`src/rtl/trap_exception_ctrl.sv`:
```
// trap_exception_ctrl: CP0 Status/Cause/EPC holder and exception-entry
// sequencer. Accepts SYSCALL/BREAK trap codes from decode, flushes the
// pipeline for FLUSH_CYCLES cycles, then issues a one-cycle fetch redirect
// to the exception vector (or to EPC for ERET). Also serves MFC0/MTC0.
module trap_exception_ctrl #(
  parameter logic [31:0] EXC_VECTOR   = 32'h8000_0180,
  parameter int          FLUSH_CYCLES = 2
) (
  input  logic        clk,
  input  logic        rst,
  input  logic        trap_valid,
  input  logic [5:0]  trap_type,
  input  logic [31:0] trap_pc,
  input  logic        in_delay_slot,
  input  logic        eret,
  input  logic        cp0_we,
  input  logic [4:0]  cp0_waddr,
  input  logic [31:0] cp0_wdata,
  input  logic [4:0]  cp0_raddr,
  output logic [31:0] cp0_rdata,
  output logic        flush,
  output logic        busy,
  output logic        redirect_valid,
  output logic [31:0] redirect_pc,
  output logic        exl
);

  localparam logic [31:0] STATUS_WMASK = 32'h0000_FF03;
  localparam logic [4:0]  REG_STATUS   = 5'd12;
  localparam logic [4:0]  REG_CAUSE    = 5'd13;
  localparam logic [4:0]  REG_EPC      = 5'd14;
  localparam logic [2:0]  FLUSH_LOAD   = 3'(FLUSH_CYCLES);

  typedef enum logic [1:0] {
    ST_IDLE     = 2'd0,
    ST_FLUSH    = 2'd1,
    ST_REDIRECT = 2'd2
  } state_t;

  state_t      state, state_nxt;
  logic [2:0]  flush_cnt;
  logic [31:0] status_q;
  logic        cause_bd_q;
  logic [4:0]  cause_code_q;
  logic [31:0] epc_q;
  logic [31:0] target_q;
  logic [31:0] redirect_pc_q;

  logic        idle;
  logic        trap_acc;
  logic        eret_acc;
  logic        mtc0_acc;
  logic        redirect_load;
  logic [31:0] epc_new;
  logic [31:0] cause_word;

  // Accept qualification: only IDLE listens, trap beats eret beats MTC0.
  always_comb begin
    idle          = (state == ST_IDLE);
    trap_acc      = idle && trap_valid && !trap_type[5] && (trap_type[4:0] != 5'd0);
    eret_acc      = idle && eret && status_q[1] && !trap_acc;
    mtc0_acc      = idle && cp0_we && !trap_acc && !eret_acc;
    redirect_load = (state == ST_FLUSH) && (state_nxt == ST_REDIRECT);
    epc_new       = in_delay_slot ? (trap_pc - 32'd4) : trap_pc;
    cause_word    = {cause_bd_q, 24'd0, cause_code_q, 2'b00};
  end

  // State register.
  always_ff @(posedge clk) begin
    if (rst) state <= ST_IDLE;
    else     state <= state_nxt;
  end

  // Next-state logic: IDLE -> FLUSH on accept, FLUSH counts down, REDIRECT lasts one cycle.
  always_comb begin
    state_nxt = state;
    case (state)
      ST_IDLE:     if (trap_acc || eret_acc) state_nxt = ST_FLUSH;
      ST_FLUSH:    if (flush_cnt <= 3'd1)    state_nxt = ST_REDIRECT;
      ST_REDIRECT: state_nxt = ST_IDLE;
      default:     state_nxt = ST_IDLE;
    endcase
  end

  // Output decode from state; redirect_pc comes from its own holding register.
  always_comb begin
    flush          = (state == ST_FLUSH);
    busy           = (state != ST_IDLE);
    redirect_valid = (state == ST_REDIRECT);
    redirect_pc    = redirect_pc_q;
    exl            = status_q[1];
  end

  // Flush-length counter, loaded on accept and decremented while flushing.
  always_ff @(posedge clk) begin
    if (rst)                        flush_cnt <= 3'd0;
    else if (trap_acc || eret_acc)  flush_cnt <= FLUSH_LOAD;
    else if (state == ST_FLUSH)     flush_cnt <= flush_cnt - 3'd1;
  end

  // Status: trap sets EXL, ERET clears it, MTC0 writes the masked bits.
  always_ff @(posedge clk) begin
    if (rst)           status_q <= 32'd0;
    else if (trap_acc) status_q[1] <= 1'b1;
    else if (eret_acc) status_q[1] <= 1'b0;
    else if (mtc0_acc && cp0_waddr == REG_STATUS)
      status_q <= (status_q & ~STATUS_WMASK) | (cp0_wdata & STATUS_WMASK);
  end

  // Cause: ExcCode always updated on trap; BD only on a first-level trap.
  always_ff @(posedge clk) begin
    if (rst) begin
      cause_bd_q   <= 1'b0;
      cause_code_q <= 5'd0;
    end else if (trap_acc) begin
      cause_code_q <= trap_type[4:0];
      if (!status_q[1]) cause_bd_q <= in_delay_slot;
    end
  end

  // EPC: captured on first-level trap (rewound for delay slot), else MTC0.
  always_ff @(posedge clk) begin
    if (rst)                                     epc_q <= 32'd0;
    else if (trap_acc && !status_q[1])           epc_q <= epc_new;
    else if (mtc0_acc && cp0_waddr == REG_EPC)   epc_q <= cp0_wdata;
  end

  // Redirect target latched at accept; copied to the output on entering REDIRECT
  // so redirect_pc only changes when a redirect is actually emitted.
  always_ff @(posedge clk) begin
    if (rst) begin
      target_q      <= 32'd0;
      redirect_pc_q <= 32'd0;
    end else begin
      if (trap_acc)      target_q <= EXC_VECTOR;
      else if (eret_acc) target_q <= epc_q;
      if (redirect_load) redirect_pc_q <= target_q;
    end
  end

  // MFC0 read port, no bypass of same-cycle writes.
  always_comb begin
    cp0_rdata = 32'd0;
    case (cp0_raddr)
      REG_STATUS: cp0_rdata = status_q;
      REG_CAUSE:  cp0_rdata = cause_word;
      REG_EPC:    cp0_rdata = epc_q;
      default:    cp0_rdata = 32'd0;
    endcase
  end

endmodule

```
`config.mk`:
```
export PLATFORM = sky130hd
export DESIGN_NAME = trap_exception_ctrl
export DESIGN_NICKNAME = d
export VERILOG_FILES = /design/src/rtl/trap_exception_ctrl.sv
export SDC_FILE = /design/constraint.sdc
export NUM_CORES = 1
export LEC_CHECK = 0
export BUFFER_PORTS_ARGS = -buffer_cell sky130_fd_sc_hd__buf_2
export CAP_MARGIN = 20
export CORE_MARGIN = 1
export CORE_UTILIZATION = 45
export CTS_BUF_LIST = sky130_fd_sc_hd__clkbuf_4
export CTS_CLUSTER_SIZE = 40
export DETAILED_ROUTE_END_ITERATION = 10
export HOLD_SLACK_MARGIN = 0.02
export PLACE_DENSITY = 0.7
export SLEW_MARGIN = 25
export SYNTH_ARGS = -nofsm -noshare
export SYNTH_HDL_FRONTEND = slang
export SYNTH_SLANG_ARGS = --single-unit
```
`constraint.sdc`:
```
create_clock -name clk -period 2.4 [get_ports clk]
set_input_delay 0.24 -clock clk [delete_from_list [all_inputs] [get_ports clk]]
set_output_delay 0.24 -clock clk [all_outputs]
set_load 0.01 [all_outputs]
```
; Yosys cells after proc, flatten, opt, wreduce, memory -nomap -nowiden
; Index checks and enable logic that the tools add are counted.
[op_classes]
add_sub_neg = 2
order_cmp = 1
eq_ne = 8
muxes = 14
bitwise = 4
n_reduce_logical = 29
[op_table]
columns = op, n
row1 = two-way mux 32 bit, 5
row2 = one-hot mux 32 bit (3 select lines), 1
row3 = bitwise OR 32 x 16 -> 32 bit, 1
row4 = subtractor 32 x 3 -> 32 bit (second input constant), 1
row5 = == test 5 x 4 -> 1 bit (second input constant), 5
row6 = logical AND 1 bit, 13
row7 = two-way mux 2 bit, 5
row8 = nonzero test 2 bit, 4
row9 = nonzero test 5 bit, 1
row10 = == test 2 bit (second input constant), 2
row11 = zero test 1 bit, 4
row12 = one-hot mux 2 bit (2 select lines), 1
row13 = OR reduction 2 bit, 2
row14 = <= comparator 3 x 1 -> 1 bit (second input constant), 1
row15 = NOT 1 bit, 3
row16 = AND reduction 3 bit, 1
row17 = nonzero test 3 bit, 1
row18 = subtractor 3 x 1 -> 3 bit (second input constant), 1
row19 = == test 2 x 1 -> 1 bit (second input constant), 1
row20 = zero test 2 bit, 1
row21 = two-way mux 1 bit, 2
row22 = AND reduction 2 bit, 1
row23 = logical OR 1 bit, 1
[totals]
register_bits = 139
in_bits = 86
output_inout_bits = 68
elab_cells = 69

; Longest topological paths before layout
; Gate-level depths: netlist (run 1).
[depth]
word_depth = 12
mapped_depth = 8

; Worst setup path before layout (run 1)
; Ideal clock, no wire load.
[synth_path]
path_kind = input -> register
startpoint = in in_delay_slot
endpoint = reg epc_q[23]
setup_ns = 0.116
t_arrival_ns = 2.057
setup_slack_ns = 0.227
path_stages = 8
n_path_buf = 3
cell_sequence = buf_4 or4b_1 buf_2 or4_1 buf_4 nor4_1 xor2_1 o211a_1
[synth_via]
elab_chain_cells = 2
[synth_rtl]
columns = element, line_no
row1 = from (decl), 14  ; input logic in_delay_slot,
row2 = two-way mux 32 bit, 64  ; epc_new = in_delay_slot ? (trap_pc - 32'd4) : trap_pc;
row3 = two-way mux 32 bit, 124  ; else if (trap_acc && !status_q[1]) epc_q <= epc_new;
row4 = to (signal assigned), 124
row5 = to (signal assigned), 125  ; else if (mtc0_acc && cp0_waddr == REG_EPC) epc_q <= cp0_wdata;
row6 = to (decl), 45  ; logic [31:0] epc_q;
; No other way between the ends.
; A chain may end at the register's enable or synchronous reset.

; Worst setup path after layout (run 1)
[layout_path]
startpoint = in trap_type[0]
endpoint = reg epc_q[26]
[layout_via]
elab_chain_cells = 8
[layout_rtl]
columns = element, line_no
row1 = from (decl), 12  ; input logic [5:0] trap_type,
row2 = nonzero test 5 bit (*), 60  ; trap_acc = idle && trap_valid && !trap_type[5] && (trap_type[4:0] != 5'd0);
row3 = logical AND 1 bit (*), 60
row4 = zero test 1 bit, "61, 62"
row5 = logical AND 1 bit, 61  ; eret_acc = idle && eret && status_q[1] && !trap_acc;
row6 = zero test 1 bit, 62  ; mtc0_acc = idle && cp0_we && !trap_acc && !eret_acc;
row7 = logical AND 1 bit, 62
row8 = logical AND 1 bit, 125
row9 = nonzero test 2 bit (no line), n/a
; Mark *: on every way between the ends. The rest lies on a longest branch, timed or not.

==> results.md, run 1 <==
- Outcome: complete, no violations
- Initial Util: 0.471
- Met1 Use GR: 0.357
- Worst Path Max Fanout: 39
- Grt met3 use: 0.0605
- Final #Nets: 951
- CP startpoint kind: input pin
- CTS HTree Levels: 4
- R2r worst-path depth: 7
- Number of global-route vias before repair: 5,268
- RSZ-0062 raised after global routing: false
- CP Data Required Time: 2.83 ns
- Die width: 112 um
- Yosys warnings: 0
- FF-to-FF Start: state[0]
- Static Leak: 0.00288 uW
- GRT overflow: 0
- Die area: 12,600 sq um
- Ys flop type: dfxtp_1
- Layout area overhead: 28.2%
- Via count: 5,642
- Worst Setup Slack, final: 0.104 ns
- Worst reg2reg setup slack: 0.18 ns
- Worst-Margin Slew: 0.823 ns
- Post-route cell area: 7040 sq um
- CTS buffer count: 17
- Drt via density: 5.54
- Synth Register Bits: 117
- Tmin final: 2.30 ns
- CTS root buf: clkbuf_4
- WP data arrival: 2.73 ns
- CTS tree: done
- # fillers: 1,086
- Setup Skew: 0.0132 ns
- Max-slew violations: 0
- HP Class: in -> reg
- Clk_lat worst skew: 0.53 ns
- Clock buffer depth: 2
- CP endpoint kind: flop
- Busiest grt layer: met2
- Core ar.: 11,700 sq um
- RePlAce Congestion: 0.931
- First-pass GRT wire length: 26,200 um
- Num Clock Sinks: 117
- Row count: 39
- Worst slack, placed: -0.00209 ns
- Yosys top cell by area: dfxtp_1
- Final setup fails: 0
- Reg-to-reg endpoint: epc_q[24]
- Slew margin rel.: 0.452
- Crit share post-route: 0.957
- Ys async rst share: 0
- Syn Area/Cell: 7.95 sq um
- HPWL Detailed: 11,800 um
- Critical Path Sink: epc_q[26]
- Post-synth net total: 779
- Post-synth EDFFs: 0
- Largest net degree at the start of global routing: 75
- Critical path class: in -> reg
- Fin. Hold Viols: 0
- # DRC: 0
- Post-Syn Area: 5490 sq um
- Die height: 112 um
- Sequential area share after synthesis: 0.427
- Tot GR Track Use: 0.265
- Highest achievable clock rate: 0.436 GHz
- Routed Antenna Nets: 0
- Peak supply drop: 245 uV
- Clock slew at reported path FFs: 0.10 ns
- Layout cells sized above 1: 0.259
- Post-DP Area: 6460 sq um
- Largest cells by area after synthesis: dfxtp_1 (43%), nand2_1 (11%), a21oi_1 (7.3%)
- Power Density: 584 nW/um^2
- Final WL: 16,400 um
- CP startpoint: trap_type[0]
- Wire per inst: 16.1 um
- Post-Syn Instances: 690
- Maxcap violations: 0
- Count of different cell masters after synthesis: 51
- GR Util met2: 0.418
- Antenna violations before repair: 1
- First-pass DRT Iterations: 6
- DRT iter0 DRCs: 351
- IO buf count: 153
- Post-synth top area share: 0.427
- Ports: 154
-- per-layer routing --
metal  wire, um  share of wire
met1       7410           0.45
met5          0              0
met4        233          0.014
met2       7520           0.46
met3       1230          0.075
-- power breakdown --
part           switching [uW]  internal (uW)
logic                     328            234
clock network             742            726
registers                67.5           2010
total                    1140           2970
-- registers in the layout (all words and copies together) (netlist names) --
| register | count |
|---|---|
| epc_q | 32 |
| redirect_pc | 32 |
| target_q | 32 |
| status_q | 10 |
| cause_code_q | 5 |
| flush_cnt | 3 |
| state | 2 |
| cause_bd_q | 1 |
-- timing repair --
item                                    in CTS  in global routing
gates resized for setup                      0                  2
buffers inserted                             0                  0
endpoints found under the hold margin       34                  0
endpoints found under the setup margin       0                  2
hold buffers                                27                  0
-- kinds of logic (layout without fill, tap and decap cells) --
kind of cell,count (synthesis),in the layout,share of synthesized area
flops,117,117,0.427
fa+ha+maj,3,3,0.00684
buf+inv,64,248,0.0458
other cells,0,1,0
xor+xnor,22,22,0.0351
mux,24,24,0.0440
compound gates,150,150,0.170
simple gates,310,310,0.271
-- cells in the mapped netlist (5+ instances only) --
library cell	count
o31ai_1	6
dfxtp_1	117
o31a_1	5
clkbuf_1	45
a22oi_1	13
or3_1	10
a21oi_1	80
and2_1	13
nand4_1	9
xor2_1	8
nand2_1	162
o21ai_0	7
inv_1	10
mux2i_1	23
nor3_1	19
a31oi_1	16
nand3_1	16
and3_1	9
xnor2_1	14
nor2_1	34
nor4_1	13
a22o_1	6
-- cell usage in the layout, fill, tap and decap left out, types with 13 or more instances in the layout --
cell type        n
buf_4           25
buf_2          153
nand3_1         16
a31oi_1         16
nor3_1          19
xnor2_1         14
nor2_1          33
nor4_1          13
and2_1          13
a21oi_1         80
dlygate4sd3_1   27
mux2i_1         23
dfxtp_1        117
nand2_1        162
a22oi_1         13
clkbuf_4        18
-- worst min path at each step --
| stage | from | end | slack, ns | depth (start not counted) |
|---|---|---|---|---|
| 2_1_floorplan | trap_type[0] | cause_code_q[0] | 0.38 | 2 |
| 3_3_place_gp | target_q[17] | redirect_pc[17] | 0.44 | 2 |
| 3_5_place_dp | redirect_pc[12] | redirect_pc[12] | 0.44 | 2 |
| 4_1_cts | cp0_wdata[26] | epc_q[26] | 0.02 | 3 |
| 5_1_grt | cp0_wdata[1] | epc_q[1] | 0.03 | 3 |
| 6_report | cp0_wdata[26] | epc_q[26] | 0.06 | 3 |
-- critical path, stage by stage --
cell,delay [ns]
dlygate4sd3_1,0.55
buf_2,0.13
or4_1,0.58
o21ai_4,0.28
buf_4,0.21
or2_1,0.17
buf_12,0.21
nor3_1,0.09
nor4_1,0.25
-- area by class of cell --
cell class	instances	area (sq um)	share of cell area
Antenna cell	1	2.50	0.000356
Timing Repair Buffer	207	1260	0.180
Inverter	10	37.5	0.00533
Multi-Input combinational cell	509	2920	0.415
Tap cell	143	179	0.0254
Sequential cell	117	2340	0.333
Clock buffer	18	135	0.0192
Clock inverter	13	159	0.0226
-- stage by stage --
stage | std cells | total power (uW) | setup TNS, ns | utilization | hold slack (ns)
CTS | 1017 | 4120 | 0 | 0.602 | 0.0237
global placement | 959 | 2620 | 0 | 0.554 | 0.437
floorplan | 690 | 2400 | 0 | - | 0.376
detailed placement | 959 | 2640 | -0.00209 | 0.554 | 0.443
global route | 1018 | 4290 | 0 | 0.603 | 0.0337
finish | 1018 | 4110 | 0 | 0.603 | 0.0613
Power figures use the tool's default switching activity.
==> inputs of run 2 (changes only) <==
--- a/config.mk
+++ b/config.mk
@@ -5,6 +5,7 @@
 export SDC_FILE = /design/constraint.sdc
 export NUM_CORES = 1
 export LEC_CHECK = 0
+export ABC_AREA = 1
 export BUFFER_PORTS_ARGS = -buffer_cell sky130_fd_sc_hd__buf_2
 export CAP_MARGIN = 20
 export CORE_MARGIN = 1
==> run 2 against run 1 <==
Effect of this change:
- cell count rose by 19%
- highest routed layer unchanged
- sequential share of layout area fell by 0.37 points
- critical path depth rose by 1
- combinational power rose by 38%
==> results.md, run 2 <==
- Die width: 115 um
- CP top delay family: buffers and inverters
- WP data arrival: 2.70 ns
- Most frequent cells in the layout: nor2_1 (188), buf_2 (153), nand2_1 (134)
- Layout area overhead: 24.9%
- Via count: 5,996
- Final #Nets: 1,116
- Max-slew violations: 0
- CP endpoint kind: flop
- First-pass DRT Iterations: 5
- Post-synth EDFFs: 0
- CP startpoint kind: input pin
- R2r worst-path depth: 9
- HP Class: in -> reg
- Fin Setup TNS: 0 ns
- Post-Syn Area: 5700 sq um
- Ys async rst share: 0
- RePlAce Congestion: 0.953
- Yosys top cell by area: dfxtp_1
- CP max stage delay: 0.56 ns
- IO buf count: 153
- Ys flop type: dfxtp_1
- Ports: 154
- Crit share post-route: 0.935
- Drt via density: 4.96
- Count of different cell masters after synthesis: 32
- Critical path class: in -> reg
- Final core occ: 0.585
- Largest cells by area after synthesis: dfxtp_1 (41%), nor2_1 (12%), nand2_1 (8.8%)
- CP max stage cell: dlygate4sd3_1
- Initial Util: 0.469
- GRT overflow: 0
- Layout cells sized above 1: 0.206
- First-pass GRT wire length: 26,300 um
- Antenna violations before repair: 1
- Final setup fails: 0
- CTS HTree Levels: 4
- Most common cell after layout, fill and taps aside: nor2_1
- # DRC: 0
- Power Density: 589 nW/um^2
- CP dominant cell by count: dlygate4sd3_1
- Worst hold path depth: 5
- HPWL Detailed: 12,200 um
- Wire per inst: 13.7 um
- DRT iter0 DRCs: 520
- Clk_lat worst skew: 0.53 ns
- Die height: 115 um
- Worst-Margin Slew: 0.610 ns
- Clock slew at reported path FFs: 0.10 ns
- Syn Area/Cell: 6.64 sq um
- CTS root buf: clkbuf_4
- Outcome: complete, no violations
- Tot GR Track Use: 0.260
- CTS tree: done
- Die area: 13,100 sq um
- Post-synth net total: 947
- Peak supply drop: 220 uV
- Worst Path Max Fanout: 22
- Hold Path Sink: epc_q[26]
- Highest achievable clock rate: 0.445 GHz
- Sequential area share after synthesis: 0.411
- Total power: 4190 uW
- Fin. Hold Viols: 0
- Reg-to-reg endpoint: epc_q[0]
- Crit-path cells: dlygate4sd3_1 -> buf_2 -> nor2_1 -> nand3_1 -> nand2_2 -> nand4_2 -> inv_6 -> a22oi_1 -> dlygate4sd3_1 -> a21oi_1
- FF-to-FF Start: state[1]
- Synth Register Bits: 117
- Yosys warnings: 0
- CP bufs+invs: 4
- Maxcap violations: 0
- Final WL: 16,600 um
- Largest net degree at the start of global routing: 70
- Setup Skew: 0.0202 ns
- RSZ-0062 raised after global routing: false
- Clock buffer depth: 2
- Row count: 40
- Core ar.: 12,200 sq um
- Worst reg2reg setup slack: 0.21 ns
- Routed Antenna Nets: 0
- Tmin final: 2.24 ns
- Post-CTS setup repair buffer count: 0
- CP Data Required Time: 2.85 ns
- Post-synth top area share: 0.411
- Slew margin rel.: 0.590
- Commonest cells in the netlist: nor2_1 (189), nand2_1 (134), dfxtp_1 (117), inv_1 (114), o21ai_0 (66)
- Num Clock Sinks: 117
- Post-Syn Instances: 858
- Number of global-route vias before repair: 5,161
- Static Leak: 0.00325 uW
- Top-count cell post-synth: nor2_1
- CTS buffer count: 17
- Hold path startpoint: cp0_wdata[26]
==> run 2: routing by layer <==
| metal | global-route usage | vias up | wire, um |
|---|---|---|---|
| li1 | - | 3114 | - |
| met1 | 0.378 | 2608 | 8200 |
| met2 | 0.382 | 245 | 6950 |
| met3 | 0.0466 | 29 | 1070 |
| met4 | 0.0970 | 0 | 383 |
| met5 | 0 | - | 0 |
==> run 2: worst max path at each step <==
stage                 startpoint        end  cells after the start
global route            state[1]   epc_q[0]                      9
detailed placement    trap_pc[2]  epc_q[22]                     14
finish              trap_type[2]   epc_q[0]                     10
CTS                     state[1]   epc_q[0]                      9
global placement      trap_pc[2]  epc_q[22]                     14
floorplan             trap_pc[2]  epc_q[22]                     13
==> run 2: kinds of logic after synthesis <==
kind of cell / after synthesis / share of synthesized area
buffers and inverters: 160 / 0.112
AOI/OAI and AO/OA: 156 / 0.157
adders and majority gates: 3 / 0.00659
DFF: 117 / 0.411
and+or+nand+nor: 417 / 0.306
xor gates and xnor gates: 5 / 0.00768
==> run 2: report_power, final <==
part / leakage (uW) / switching [uW] / total (uW) / internal [uW]
Combinational: 0.00218 / 481 / 775 / 294
Sequential: 0.000953 / 60.1 / 2140 / 2070
Clock: 0.000124 / 755 / 1280 / 528
Total: 0.00325 / 1300 / 4190 / 2900
==> run 2: repair_timing <==
item,4_1_cts,5_1_grt
hold buffers,25,0
gates resized for setup,0,3
endpoints found under the setup margin,0,2
endpoints found under the hold margin,27,0
==> run 2: cell type report <==
cell class / instances / area [sq um]
Inverter: 120 / 455
Clock inverter: 13 / 110
Fill cell: 1243 / 5050
Antenna cell: 1 / 2.50
Sequential cell: 117 / 2340
Multi-Input combinational cell: 581 / 2720
Tap cell: 168 / 210
Clock buffer: 19 / 143
Timing Repair Buffer: 190 / 1130
==> run 2: worst reg2reg max path: cells and delay by family (launching register included) <==
kind,cells,cell delay [ns]
and+or+nand+nor,4,0.64
buffers and inverters,3,0.88
AOI/OAI and AO/OA,2,0.21
DFF,1,0.41
==> run 2: per-stage QoR <==
stage          setup slack [ns]  std cells  cell area, sq um  hold slack, ns
2_1_floorplan             0.906        858              5700           0.375
3_3_place_gp              0.559       1151              6610           0.440
3_5_place_dp              0.516       1151              6610           0.445
4_1_cts                   0.101       1208              7110          0.0258
5_1_grt                  0.0256       1209              7120          0.0277
6_report                  0.155       1209              7120          0.0548
==> inputs of run 3 (changes only) <==
--- a/config.mk
+++ b/config.mk
@@ -8,13 +8,15 @@
 export ABC_AREA = 1
 export BUFFER_PORTS_ARGS = -buffer_cell sky130_fd_sc_hd__buf_2
 export CAP_MARGIN = 20
+export CELL_PAD_IN_SITES_DETAIL_PLACEMENT = 1
+export CELL_PAD_IN_SITES_GLOBAL_PLACEMENT = 2
 export CORE_MARGIN = 1
-export CORE_UTILIZATION = 45
+export CORE_UTILIZATION = 29
 export CTS_BUF_LIST = sky130_fd_sc_hd__clkbuf_4
 export CTS_CLUSTER_SIZE = 40
 export DETAILED_ROUTE_END_ITERATION = 10
 export HOLD_SLACK_MARGIN = 0.02
-export PLACE_DENSITY = 0.7
+export PLACE_DENSITY_LB_ADDON = 0.1
 export SLEW_MARGIN = 25
 export SYNTH_ARGS = -nofsm -noshare
 export SYNTH_HDL_FRONTEND = slang
==> run 3 against run 2 <==
Effect of this change:
- first-iteration DRC count fell by 59%
- cell count rose by 8.6%
- non-clock buffer count rose by 12
- cell area rose by 4.2%
- worst hold slack improved by 0.0091 ns
- clock power rose by 29%
- via count fell by 1.5%
==> results.md, run 3 (synthesized netlist as in run 2, its figures left out) <==
- Core ar.: 19,000 sq um
- Ports: 154
- Fin Setup TNS: 0 ns
- Worst Path Max Fanout: 22
- Highest achievable clock rate: 0.495 GHz
- CP Data Required Time: 2.88 ns
- RePlAce Congestion: 0.832
- Clock buffer depth: 2
- Setup Skew: 0.0161 ns
- HPWL Detailed: 15,100 um
- CTS root buf: clkbuf_4
- Post-DP Area: 6750 sq um
- Post-CTS resize count: 0
- # DRC: 0
- Fin. Hold Viols: 0
- Clock slew at reported path FFs: 0.11 ns
- CTS HTree Levels: 4
- # fillers: 2,539
- Tmin final: 2.02 ns
- CP startpoint kind: flop
- Row count: 50
- FF-to-FF Start: state[1]
- Die area: 20,200 sq um
- Clk_lat worst skew: 0.54 ns
- Maxcap violations: 0
- Hold path startpoint: cp0_wdata[16]
- Worst reg2reg setup slack: 0.38 ns
- Layout area overhead: 30.1%
- CP startpoint: state[1]
- Antenna violations before repair: 1
- Final #Nets: 1,128
- Drt via density: 4.50
- Initial Util: 0.301
- CP endpoint kind: flop
- Critical Path Sink: epc_q[25]
- Largest net degree at the start of global routing: 62
- Number of global-route vias before repair: 5,924
- Reg-to-reg endpoint: epc_q[25]
- Die width: 142 um
- Final WL: 19,700 um
- Critical path class: reg -> reg
- Post-route cell area: 7420 sq um
- CTS tree: done
- Crit share post-route: 0.841
- IO buf count: 153
- Peak supply drop: 197 uV
- First-pass GRT wire length: 31,500 um
- CTS buffer count: 17
- Num Clock Sinks: 117
- Power Density: 619 nW/um^2
- Die height: 142 um
- GRT overflow: 0
- First-pass DRT Iterations: 4
- R2r worst-path depth: 10
- Most common cell after layout, fill and taps aside: nor2_1
- RSZ-0062 raised after global routing: false
- Max-slew violations: 0
- Final setup fails: 0
- Static Leak: 0.00336 uW
- Worst-Margin Slew: 0.569 ns
- WP data arrival: 2.49 ns
- Slew margin rel.: 0.620
- Via count: 5,906
- Most frequent cells in the layout: nor2_1 (188), buf_2 (153), nand2_1 (134)
- HP Class: in -> reg
- Wire per inst: 15.0 um
- Tot GR Track Use: 0.204
- Layout cells sized above 1: 0.209
- DRT iter0 DRCs: 213
- Outcome: complete, no violations
- Routed Antenna Nets: 0
## run 3: cell count changes in the layout (fill, tap and decap cells not counted), moves of 2 or more
| cell | delta |
|---|---|
| clkinv_4 | +3 |
| clkbuf_4 | -2 |
| buf_4 | +4 |
| bufinv_16 | +3 |
| dlygate4sd3_1 | +8 |
| clkinvlp_4 | -3 |
## run 3: routing by layer
metal	global-route usage	vias to the layer above	wire, um
met2	0.317	120	8650
met1	0.284	2636	10000
met4	0.0770	0	361
met3	0.0286	25	637
met5	0	-	0
li1	-	3125	-
## run 3: per-stage QoR
stage / power, uW / hold slack (ns) / util / instances / setup WS [ns]
6_report: 4590 / 0.0638 / 0.391 / 1313 / 0.382
5_1_grt: 4840 / 0.0354 / 0.391 / 1313 / 0.147
4_1_cts: 4650 / 0.0270 / 0.391 / 1312 / 0.333
3_5_place_dp: 2950 / 0.449 / 0.356 / 1247 / 0.348
3_3_place_gp: 2950 / 0.446 / 0.356 / 1247 / 0.410
2_1_floorplan: 2630 / 0.375 / - / 858 / 0.906
## run 3: how the worst min path moves through the flow
stage,depth (start not counted),slack [ns],to
2_1_floorplan,2,0.37,epc_q[2]
3_3_place_gp,2,0.45,status_q[8]
3_5_place_dp,2,0.45,status_q[14]
4_1_cts,3,0.03,epc_q[16]
5_1_grt,5,0.04,epc_q[3]
6_report,3,0.06,epc_q[16]
## run 3: critical path: stages (launching register included)
cell	delay, ns
dfxtp_1	0.44
inv_2	0.07
nand2_2	0.10
nor2_4	0.05
nand2_2	0.20
nand4_2	0.29
inv_2	0.44
nand2_1	0.12
o21ai_1	0.12
nor2_1	0.06
nor2_1	0.07
## run 3: final cells by class
type / instances / area (sq um) / area share
clock inverters: 15 / 205 / 0.0277
repair buffers: 202 / 1240 / 0.167
inverters: 120 / 450 / 0.0607
multi-input cells: 581 / 2720 / 0.367
well taps: 260 / 325 / 0.0439
flip-flops and latches: 117 / 2340 / 0.316
diodes: 1 / 2.50 / 0.000337
clock buffers: 17 / 128 / 0.0172
## run 3: power by group
part / switching [uW] / internal [uW]
registers: 60.3 / 2080
logic: 497 / 305
clock network: 819 / 834
total: 1380 / 3210
## run 3: what timing repair did
item                                   4_1_cts  5_1_grt
endpoints found under the hold margin       36        0
hold buffers                                33        0
setup buffers                                0        0
